File: src/rtl/quad_pkg.sv
// Shared types and constants for the quadrature decoder.
package quad_pkg;

    typedef enum logic {
        ST_INIT  = 1'b0,
        ST_TRACK = 1'b1
    } state_e;

    // Forward sequence on {A,B}: 00 -> 10 -> 11 -> 01 -> 00
    localparam logic [1:0] AB_S0 = 2'b00;
    localparam logic [1:0] AB_S1 = 2'b10;
    localparam logic [1:0] AB_S2 = 2'b11;
    localparam logic [1:0] AB_S3 = 2'b01;

    localparam int                   ERR_CNT_W   = 8;
    localparam logic [ERR_CNT_W-1:0] ERR_CNT_MAX = 8'd255;

    // Next {A,B} value when moving one step forward from ab.
    function automatic logic [1:0] fwd_next(input logic [1:0] ab);
        case (ab)
            AB_S0:   return AB_S1;
            AB_S1:   return AB_S2;
            AB_S2:   return AB_S3;
            default: return AB_S0;
        endcase
    endfunction

endpackage

File: src/rtl/quad_filter.sv
// Two-flop synchronizer followed by a stability filter. A value is qualified
// once the synchronized input has held it for FILT_LEN consecutive cycles;
// the qualified value and a one-cycle valid pulse leave through an output
// register so the decoder sees a clean, aligned pair.
module quad_filter #(
    parameter int FILT_LEN = 4,
    parameter int W        = 2
) (
    input  logic         clk,
    input  logic         rstn,
    input  logic [W-1:0] din,
    output logic [W-1:0] dout,
    output logic         dout_vld
);

    localparam int             CW    = $clog2(FILT_LEN + 1);
    localparam logic [CW-1:0]  LEN_C = CW'(FILT_LEN);

    logic [W-1:0]  sync1_q, sync1_d;
    logic [W-1:0]  sync2_q, sync2_d;
    logic [W-1:0]  cand_q, cand_d;
    logic [CW-1:0] cnt_q, cnt_d;
    logic [W-1:0]  filt_q, filt_d;
    logic          hit_q, hit_d;
    logic [W-1:0]  out_q, out_d;
    logic          vld_q, vld_d;
    logic          changed;

    // Next-state: synchronizer shift, candidate tracking, count and qualify.
    always_comb begin
        sync1_d = din;
        sync2_d = sync1_q;
        cand_d  = cand_q;
        cnt_d   = cnt_q;
        filt_d  = filt_q;
        hit_d   = 1'b0;
        changed = (sync2_q != cand_q);
        if (changed) begin
            cand_d = sync2_q;
            cnt_d  = CW'(1);
        end else if (cnt_q != LEN_C) begin
            cnt_d = cnt_q + CW'(1);
        end
        // Qualify only on the cycle the count first reaches FILT_LEN.
        if ((cnt_d == LEN_C) && (changed || (cnt_q != LEN_C))) begin
            filt_d = cand_d;
            hit_d  = 1'b1;
        end
        out_d = filt_q;
        vld_d = hit_q;
    end

    // State registers; reset drops any partially filtered value.
    always_ff @(posedge clk or negedge rstn) begin
        if (!rstn) begin
            sync1_q <= '0;
            sync2_q <= '0;
            cand_q  <= '0;
            cnt_q   <= '0;
            filt_q  <= '0;
            hit_q   <= 1'b0;
            out_q   <= '0;
            vld_q   <= 1'b0;
        end else begin
            sync1_q <= sync1_d;
            sync2_q <= sync2_d;
            cand_q  <= cand_d;
            cnt_q   <= cnt_d;
            filt_q  <= filt_d;
            hit_q   <= hit_d;
            out_q   <= out_d;
            vld_q   <= vld_d;
        end
    end

    assign dout     = out_q;
    assign dout_vld = vld_q;

endmodule

File: src/rtl/quad_decoder.sv
// Quadrature decoder: filtered A/B edges become step/updown pulses for an
// external counter; two-bit jumps are flagged as errors and counted.
module quad_decoder
    import quad_pkg::*;
#(
    parameter int FILT_LEN = 4
) (
    input  logic                 clk,
    input  logic                 rstn,
    input  logic                 enable,
    input  logic                 a_in,
    input  logic                 b_in,
    input  logic                 err_clr,
    output logic                 step,
    output logic                 updown,
    output logic                 err,
    output logic [ERR_CNT_W-1:0] err_cnt
);

    logic [1:0]           filt_ab;
    logic                 filt_vld;
    state_e               state_q, state_d;
    logic [1:0]           prev_ab_q, prev_ab_d;
    logic                 step_q, step_d;
    logic                 updown_q, updown_d;
    logic                 err_q, err_d;
    logic [ERR_CNT_W-1:0] err_cnt_q, err_cnt_d;
    logic [1:0]           diff;

    quad_filter #(
        .FILT_LEN (FILT_LEN),
        .W        (2)
    ) u_filter (
        .clk      (clk),
        .rstn     (rstn),
        .din      ({a_in, b_in}),
        .dout     (filt_ab),
        .dout_vld (filt_vld)
    );

    // Next-state and outputs; clear is applied first so a same-cycle error lands on a zero base.
    always_comb begin
        state_d   = state_q;
        prev_ab_d = prev_ab_q;
        step_d    = 1'b0;
        updown_d  = updown_q;
        err_d     = err_clr ? 1'b0 : err_q;
        err_cnt_d = err_clr ? '0 : err_cnt_q;
        diff      = filt_ab ^ prev_ab_q;
        case (state_q)
            ST_INIT: begin
                if (filt_vld) begin
                    prev_ab_d = filt_ab;
                    state_d   = ST_TRACK;
                end
            end
            ST_TRACK: begin
                if (filt_vld) begin
                    prev_ab_d = filt_ab;
                    if (enable) begin
                        if (diff == 2'b11) begin
                            err_d = 1'b1;
                            if (err_cnt_d != ERR_CNT_MAX) begin
                                err_cnt_d = err_cnt_d + 1'b1;
                            end
                        end else if (diff != 2'b00) begin
                            step_d   = 1'b1;
                            updown_d = (fwd_next(prev_ab_q) == filt_ab);
                        end
                    end
                end
            end
            default: state_d = ST_INIT;
        endcase
    end

    // State and output registers.
    always_ff @(posedge clk or negedge rstn) begin
        if (!rstn) begin
            state_q   <= ST_INIT;
            prev_ab_q <= 2'b00;
            step_q    <= 1'b0;
            updown_q  <= 1'b0;
            err_q     <= 1'b0;
            err_cnt_q <= '0;
        end else begin
            state_q   <= state_d;
            prev_ab_q <= prev_ab_d;
            step_q    <= step_d;
            updown_q  <= updown_d;
            err_q     <= err_d;
            err_cnt_q <= err_cnt_d;
        end
    end

    assign step    = step_q;
    assign updown  = updown_q;
    assign err     = err_q;
    assign err_cnt = err_cnt_q;

endmodule

File: config.mk
export PLATFORM = sky130hd
export DESIGN_NAME = quad_decoder
export DESIGN_NICKNAME = d
export VERILOG_FILES = /design/src/rtl/quad_pkg.sv /design/src/rtl/quad_filter.sv /design/src/rtl/quad_decoder.sv
export SDC_FILE = /design/constraint.sdc
export NUM_CORES = 1
export LEC_CHECK = 0
export CAP_MARGIN = 10
export CORE_MARGIN = 4
export CORE_UTILIZATION = 35
export DETAILED_ROUTE_END_ITERATION = 10
export GPL_TIMING_DRIVEN = 0
export PLACE_DENSITY_LB_ADDON = 0.15
export SYNTH_ARGS = -nofsm -noshare
export SYNTH_HDL_FRONTEND = slang
export SYNTH_SLANG_ARGS = --single-unit
File: constraint.sdc
create_clock -name clk -period 4.2 [get_ports clk]
set_input_delay 0.63 -clock clk [delete_from_list [all_inputs] [get_ports clk]]
set_output_delay 0.63 -clock clk [all_outputs]
set_load 0.01 [all_outputs]
Word-level counts from Yosys, hierarchy flattened
Index checks and enable logic that the tools add are counted.
{ "word_totals": {"regBits": 29, "word_cells": 60, "out_inout_bits": 11, "input_bits": 6} }
{ "classes": {"addsub": 2, "reduce_logical": 5, "bitwise_logic": 2, "n_eq_ne": 8, "muxes": 29} }
{ "ops": {"columns": ["operator", "count"], "rows": [
  ["2-to-1 mux 8 bit", 6],
  ["2-to-1 mux 2 bit", 7],
  ["2-to-1 mux 1 bit", 13],
  ["adder 8 x 1 -> 8 bit (second input constant)", 1],
  ["inequality test 8 bit (second input constant)", 1],
  ["equality test 2 bit (second input constant)", 3],
  ["2-to-1 mux 3 bit", 2],
  ["one-hot mux 2 bit (3 select lines)", 1],
  ["AND reduction 5 bit", 1],
  ["adder 3 x 1 -> 3 bit (second input constant)", 1],
  ["equality test 3 bit (second input constant)", 1],
  ["inequality test 3 bit (second input constant)", 1],
  ["equality test 2 bit", 1],
  ["logical NOT 2 bit", 1],
  ["inequality test 2 bit", 1],
  ["nonzero test 2 bit", 1],
  ["bitwise XOR 2 bit", 1],
  ["logical AND 1 bit", 1],
  ["logical OR 1 bit", 1],
  ["inverter 1 bit", 1]
]} }

Longest topological paths before layout
Gate-level depths: netlist of the first run.
{ "logic_depth": {"word_depth": 8, "ltp_mapped": 7, "ltp_nobuf": 7} }

By module
From an unflattened synthesis of the first run, not the netlist that was laid out.
{ "unflattened": {"cells_unflattened": 105, "hier_area_um2": 1328.8} }
{ "by_module_without_submodules": {"columns": ["module", "seq_area_each_um2", "area_per_inst_um2", "n_inst", "cells_each"], "rows": [
  ["quad_decoder", 350.3, 767.0, 1, 68],
  ["quad_filter", 375.4, 561.8, 1, 37]
]} }

Least setup slack after synthesis of the first run
OpenSTA, ideal clock, no wires.
{ "synth_path": {"path_kind": "flip-flop to flip-flop", "startpoint": "register u_filter.cnt_q[0]", "endpoint": "register u_filter.filt_q[0]", "stages_incl_launch_ff": 7, "setup_time_ps": 125, "path_slack_ps": 2496, "path_buffers": 0, "t_required_ps": 4075, "arrival_time_ps": 1579, "synth_period_minus_slack_ps": 1704, "path_cell_list": "dfrtp_1 inv_1 ha_1 nand2_2 mux2i_1 nor4b_4 mux2_2"} }
{ "synth_between": {"elab_chain_cells": 5, "word_cells_on_any_way": 7, "cone_classes": "add/sub (1); eq/ne (2); mux (2); reduce/logical (2)"} }
{ "synth_rtl": {"columns": ["item", "line", "text"], "rows": [
  ["start: declaration", "quad_filter.sv:22", "logic [CW-1:0] cnt_q, cnt_d;"],
  ["start signal: assignment", "quad_filter.sv:68", "cnt_q <= cnt_d;"],
  ["adder 3 x 1 -> 3 bit / inequality test 3 bit (equally long branches)", "quad_filter.sv:42, quad_filter.sv:41, quad_filter.sv:45", null],
  ["2-to-1 mux 3 bit", "quad_filter.sv:41", "end else if (cnt_q != LEN_C) begin"],
  ["2-to-1 mux 3 bit", "quad_filter.sv:38", "if (changed) begin"],
  ["equality test 3 bit", "quad_filter.sv:45", "if ((cnt_d == LEN_C) && (changed || (cnt_q != LEN_C))) begin"],
  ["logical AND 1 bit *", "quad_filter.sv:45", null],
  ["end signal: assignment", "quad_filter.sv:69", "filt_q <= filt_d;"],
  ["end: declaration", "quad_filter.sv:23", "logic [W-1:0] filt_q, filt_d;"]
]} }
Every way passes the cells marked *; elsewhere a longest branch is shown, timed or not.
A chain may end at the register's enable or synchronous reset.

Final worst setup path of the first run
{ "layout_path": {"startpoint": "register err_cnt_q[1], in the netlist err_cnt[1]", "endpoint": "output port err_cnt[1]"} }
{ "layout_lines": {"columns": ["item", "line", "text"], "rows": [
  ["start: declaration", "quad_decoder.sv:27", "logic [ERR_CNT_W-1:0] err_cnt_q, err_cnt_d;"],
  ["start signal: assignment", "quad_decoder.sv:92", "err_cnt_q <= err_cnt_d;"],
  ["end: declaration", "quad_decoder.sv:17", "output logic [ERR_CNT_W-1:0] err_cnt"]
]} }
No word-level cell between the ends.

==> reports/results.ini, run 1 <==
[status]
status = complete, no violations

[worst_setup_path]
worst-path-stages = 1
path_max_fanout = 5
crit_family = buffers and inverters
critPathCapture = err_cnt[1]
cp-end-kind = output port
r2r-end = err_cnt[6]$_DFF_PN0_
path_cells = clkdlybuf4s50_1
path_buf_inv = 1
r2r_start = u_filter.dout[1]$_DFF_PN0_
crit_slowest_cell = clkdlybuf4s50_1
critPathArrivalTime_ps = 1320
critPathRequiredTime_ps = 3570
critPathKind = flop to output port
max_stage_delay_ps = 570
startpoint = err_cnt[1]$_DFF_PN0_
r2r_cells = 6
startpoint_type = flop
r2r_setup_slack_ps = 2310

[synth]
syn_inst = 106
yosysSeqAreaShare = 0.578
synth.avg_cell_area_um2 = 11.9
synth_area_um2 = 1260
synth_cell_type_count = 29
ys_ff_latch = 29
syn_nets = 116
ys_warn_count = 0

[finish]
antenna_cells = 0
layout-drive-gt1-share = 0.115
syn2layout_area_growth_pct = 23.4
fin_area_um2 = 1550
final_nets = 140

[timing]
min_period_ps = 1950
slew_headroom = 0.504
max_freq_ghz = 0.513
tightest_slew_ps = 742
final-setup-viol-count = 0
skew_ps = 4.09
rsz0062_at_grt = no
final.setup.worst_slack_ps = 2250
period_share = 0.464
maxSlewViolCount = 0
hold_viol = 0
hold_ws_ps = 350
setup_tns_ps = 0

[grt]
antenna_found_initial = 0
grt_pass1_wl_mm = 3.59
grt_max_degree = 16
grt_use_total = 0.108
grt_pass1_vias = 837
globalRouteOverflowTotal = 0

[clock_tree]
clk_pin_slew_ps = 80
cts_tree = built
post_cts_buffers = 0
postCtsHoldBufs = 0
cts-root-buf = clkbuf_4
clock_path_buffers = 2
cts_sinks = 29
cts-resized-gates = 0
numCtsBuffers = 5
insertion_delay_ps = 310
htree_levels = 2

[routing]
num_vias = 819
finalWirelength_mm = 2.05
vias_per_cell = 4.63
first_pass_iters = 4
route.met3.wl_um = 123
drc_errors = 0
ant_nets = 0
routedWlPerCell_um = 11.6
wl_met1_um = 919
wl_met2_um = 992
initialDrtViolationCount = 13
dr.max_layer_used = met4

[pwr]
p_int_uw = 435
vdd.ir_drop.worst_mv = 0.189
power.leakage_uw = 0.000701
seqPwrFrac = 0.571
pwr-share-comb = 0.177
power_density_nw_per_um2 = 382
fin_total_pwr_uw = 591
pwr-share-clk = 0.252
power_switching_uw = 156
p_sw_frac = 0.264

[placed_design]
io_buffers = 16
place_ws_ps = 2000
dp_hpwl_mm = 1.56
gp_congestion = 0.755
post_dp_cell_area_um2 = 1500

[floorplanning]
fp.dieH_um = 67.9
start_util = 0.371
core-area_um2 = 3390
rows = 21
die_w_um = 67.9
pin_count = 17
die_area_um2 = 4610

[run]
maxCapViolCount = 0

[worst_hold_path]
hold_path_class = flop to flop

-- cells by family after synthesis --
group,after synthesis,synth area share
AOI/OAI and AO/OA,10,0.0508
xor gates and xnor gates,10,0.0697
adders and majority gates,4,0.0398
buffers and inverters,12,0.0388
DFF,29,0.578
muxes,8,0.0677
and+or+nand+nor,33,0.155
-- registers in the layout, summed over array words and instances (netlist names) --
name	count
state_q	1
err	1
u_filter.sync1_q	2
step	1
u_filter.cand_q	2
updown	1
u_filter.filt_q	2
u_filter.dout	2
err_cnt	8
u_filter.sync2_q	2
u_filter.hit_q	1
u_filter.cnt_q	3
prev_ab_q	2
u_filter.dout_vld	1
-- final cells by class --
class	count	area [um2]
multi-input combinational	65	482
clock buffer	8	48.8
fill	327	1840
sequential	29	726
inverter	9	33.8
tap	46	57.6
timing repair buffer	17	188
buffer	3	15.0
-- cells in the mapped netlist, drive strengths merged --
| master | instances | area (um2) |
|---|---|---|
| mux2 | 4 | 45.0 |
| dfrtp | 29 | 726 |
| nor3b | 1 | 7.51 |
| o22ai | 1 | 6.26 |
| nor2 | 9 | 33.8 |
| clkbuf | 2 | 7.51 |
| buf | 1 | 7.51 |
| o21bai | 1 | 7.51 |
| nand3 | 4 | 20.0 |
| ha | 4 | 50.1 |
| xor2 | 2 | 17.5 |
| and4b | 2 | 23.8 |
| nor4b | 1 | 23.8 |
| nand4 | 1 | 6.26 |
| nand2 | 6 | 25.0 |
| inv | 9 | 33.8 |
| nand2b | 3 | 18.8 |
| o21ai | 2 | 10.0 |
| a31oi | 2 | 12.5 |
| a21oi | 2 | 10.0 |
| and3 | 1 | 6.26 |
| nor3 | 3 | 15.0 |
| mux2i | 4 | 40.0 |
| a311oi | 2 | 17.5 |
| and3b | 1 | 8.76 |
| or2 | 1 | 6.26 |
| xnor2 | 8 | 70.1 |
-- worst min-delay path by stage --
| stage | start | to | slack (ps) | depth (start not counted) |
|---|---|---|---|---|
| final | u_filter.hit_q$_DFF_PN0_ | u_filter.dout_vld$_DFF_PN0_ | 350 | 0 |
| after CTS | u_filter.sync1_q[1]$_DFF_PN0_ | u_filter.sync2_q[1]$_DFF_PN0_ | 350 | 0 |
| after global routing | u_filter.sync1_q[1]$_DFF_PN0_ | u_filter.sync2_q[1]$_DFF_PN0_ | 350 | 0 |
| after floorplan | rstn | err$_DFF_PN0_ | 330 | 0 |
| after detailed placement | u_filter.hit_q$_DFF_PN0_ | u_filter.dout_vld$_DFF_PN0_ | 340 | 0 |
| after global placement | u_filter.hit_q$_DFF_PN0_ | u_filter.dout_vld$_DFF_PN0_ | 330 | 0 |
-- power groups by stage --
stage | Clock [uW] | Sequential (uW) | Combinational (uW)
floorplan | 0 | 339 | 78.8
finish | 149 | 338 | 105
global placement | 0 | 344 | 98.8
global route | 177 | 344 | 120
detailed placement | 0 | 345 | 107
CTS | 159 | 339 | 108
-- per-layer routing --
layer | vias to the layer above | global-route usage
met5 | - | 0
met4 | 0 | 0.0372
met3 | 2 | 0.0575
met2 | 19 | 0.173
met1 | 392 | 0.125
li1 | 406 | -
-- cell usage in the layout (no fill, tap or decap) --
cell,instances
inv_1,9
nand4_1,1
nand2_1,5
mux2i_1,4
mux2_2,4
xnor2_1,8
and3_1,1
a311oi_1,2
clkbuf_1,5
nor3_1,3
buf_4,1
clkbuf_4,5
a21oi_1,2
nor2_1,9
and4b_1,1
nand3_1,4
o21ai_0,2
nor3b_1,1
nand2b_1,3
a31oi_1,2
and3b_1,1
nor4b_4,1
clkdlybuf4s50_1,16
dfrtp_1,29
and4b_4,1
o21bai_1,1
buf_16,1
nand2_2,1
or2_2,1
xor2_1,2
ha_1,4
o22ai_1,1
-- metrics by stage --
| stage | std cells | util |
|---|---|---|
| final | 177 | 0.457 |
| after global routing | 177 | 0.457 |
| after CTS | 177 | 0.457 |
| after detailed placement | 169 | 0.443 |
| after global placement | 168 | 0.435 |
| after floorplan | 106 | - |
Power figures use the tool's default switching activity.
==> run 2: changes to the inputs <==
- clock period: 4.2 -> 1.9 ns (I/O delays scaled with it)
==> run 2 against run 1 <==
Against the previous run: power rose by 120%; critical path depth grew 5; worst hold slack improved by 0.59 ps; sequential share of layout area down 1.3 points; setup slack worse by 2200 ps; global-route usage unchanged; first-iteration DRC count increased by 38%; cell count up 1.7%; clock skew is 2.0 ps lower; die area unchanged.
==> reports/results.ini, run 2 (synthesis gave the netlist of run 1 again) <==
[clock_tree]
htree_levels = 2  ; unchanged
cts_sinks = 29  ; unchanged
cts-root-buf = clkbuf_4
numCtsBuffers = 5  ; unchanged
cts_tree = built
clk_pin_slew_ps = 80  ; about the same
insertion_delay_ps = 310  ; about the same
clock_path_buffers = 2  ; unchanged

[grt]
grt_pass1_vias = 837  ; unchanged
globalRouteOverflowTotal = 0  ; unchanged
grt_pass1_wl_mm = 3.59  ; unchanged
grt_max_degree = 16  ; unchanged
grt_use_total = 0.108  ; unchanged
antenna_found_initial = 0  ; unchanged

[finish]
layout-drive-gt1-share = 0.172  ; +0.0571
layout_commonest_cell = dfrtp_1
final_nets = 143  ; +2.1%
mostFrequentLayoutCells = 29 x dfrtp_1, 16 x clkdlybuf4s50_1, 9 x inv_1, 8 x xnor2_1, 8 x nor2_1
fin_area_um2 = 1590  ; +2.7%
largest_reg_flops = 8  ; unchanged
antenna_cells = 0  ; unchanged
syn2layout_area_growth_pct = 26.8
finalNonFillerCells = 180  ; +1.7%

[floorplanning]
fp.dieH_um = 67.9  ; unchanged
die_area_um2 = 4610  ; unchanged
core-area_um2 = 3390  ; unchanged
die_w_um = 67.9  ; unchanged
pin_count = 17  ; unchanged
start_util = 0.371  ; unchanged
rows = 21  ; unchanged

[pwr]
power.leakage_uw = 0.000707  ; +0.94%
fin_total_pwr_uw = 1330  ; +120%
power_density_nw_per_um2 = 834  ; +120%
vdd.ir_drop.worst_mv = 0.425  ; +120%

[routing]
finalWirelength_mm = 2.10  ; +2.4%
route.met3.wl_um = 111  ; -9.8%
num_vias = 829  ; +1.2%
first_pass_iters = 4  ; unchanged
wl_met2_mm = 1.03  ; +3.7%
drc_errors = 0  ; unchanged
wl_met1_um = 944  ; +2.7%
vias_per_cell = 4.61  ; -0.47%
ant_nets = 0  ; unchanged
routedWlPerCell_um = 11.7  ; +0.73%
dr.max_layer_used = met4
initialDrtViolationCount = 18  ; +5

[timing]
period_share = 0.952
slew_headroom = 0.496  ; -0.00825
max_freq_ghz = 0.553
final-setup-viol-count = 0  ; unchanged
maxSlewViolCount = 0  ; unchanged
hold_viol = 0  ; unchanged
hold_ws_ps = 351  ; +0.593 ps
tightest_slew_ps = 754  ; +12.3 ps
skew_ps = 2.07  ; -2.02 ps
final.setup.worst_slack_ps = 90.7  ; -2160 ps
min_period_ps = 1810

[status]
status = complete, no violations

[worst_setup_path]
path_buf_inv = 1  ; unchanged
critPathArrivalTime_ps = 2010  ; +690 ps
critPathKind = flop to flop
startpoint_type = flop
critPathRequiredTime_ps = 2100  ; -1470 ps
cp-end-kind = flop
max_stage_delay_ps = 410  ; -160 ps
path_cells = inv_1 > ha_2 > nand2_2 > mux2i_2 > nor4b_4 > mux2_2
path_max_fanout = 3  ; -2
crit_family = multiplexers
crit_slowest_cell = dfrtp_1

[placed_design]
dp_hpwl_mm = 1.56  ; unchanged
post_dp_cell_area_um2 = 1500  ; unchanged
io_buffers = 16  ; unchanged
dpl.cell_count = 169  ; unchanged
place_ws_ps = 8.93  ; -1990 ps
gp_congestion = 0.755  ; unchanged

[worst_hold_path]
hold_path_class = flop to flop

[run]
maxCapViolCount = 0  ; unchanged

[run 2: cell types whose count changed in the layout (fill, tap and decap cells not counted)]
cell      previous run  this run
ha_1                 4         3
ha_2                 0         1
nor2_2               0         1
a311oi_1             2         1
a311oi_2             0         1
mux2i_2              0         1
mux2i_1              4         3
buf_4                1         4
nor2_1               9         8
nor3b_1              1         0
nor3b_2              0         1
[run 2: final cells by class]
class / count / area [um2]
repair buffers: 20 / 210
plain buffers: 3 / 15.0
multi-input cells: 65 / 502
inverters: 9 / 33.8
flip-flops and latches: 29 / 726
fillers: 321 / 1800
clock buffers: 8 / 48.8
well taps: 46 / 57.6
[run 2: worst paths after layout]
| check | start | endpoint | slack [ps] | cells after the start |
|---|---|---|---|---|
| setup reg to reg | u_filter.cnt_q[0]$_DFF_PN0_ | u_filter.filt_q[1]$_DFFE_PN0P_ | 90 | 6 |
| hold reg to reg | u_filter.sync1_q[1]$_DFF_PN0_ | u_filter.sync2_q[1]$_DFF_PN0_ | 350 | 0 |
| min in group asynchronous | rstn | u_filter.cnt_q[2]$_DFF_PN0_ | 420 | 1 |
| hold / removal | u_filter.sync1_q[1]$_DFF_PN0_ | u_filter.sync2_q[1]$_DFF_PN0_ | 350 | 0 |
| setup / recovery | u_filter.cnt_q[0]$_DFF_PN0_ | u_filter.filt_q[1]$_DFFE_PN0P_ | 90 | 6 |
| max in group asynchronous | rstn | u_filter.filt_q[1]$_DFFE_PN0P_ | 960 | 2 |
[run 2: power breakdown]
part,total (uW),internal [uW],switching [uW]
clock network,332,147,185
registers,747,691,56.2
logic,249,136,113
[run 2: what timing repair did]
action,4_1_cts,5_1_grt
hold buffers,0,0
endpoints found under the setup margin,1,9
setup buffers,0,3
gates resized for setup,1,4
pin swaps,0,1
[run 2: stage by stage]
stage | setup TNS, ps | utilization
2_1_floorplan | 0 | -
3_3_place_gp | 0 | 0.435
3_5_place_dp | 0 | 0.443
4_1_cts | 0 | 0.459
5_1_grt | -2.53 | 0.470
6_report | 0 | 0.470
[run 2: worst register-to-register path, cell delays in order, from the launching register on]
cell and delay (ps):
dfrtp_1 410, inv_1 130, ha_2 220, nand2_2 80, mux2i_2 210, nor4b_4 280
mux2_2 370
[run 2: routing by layer]
metal / track usage / up-vias
li1: - / 413
met1: 0.125 / 400
met2: 0.173 / 14
met3: 0.0575 / 2
met4: 0.0372 / 0
met5: 0 / -
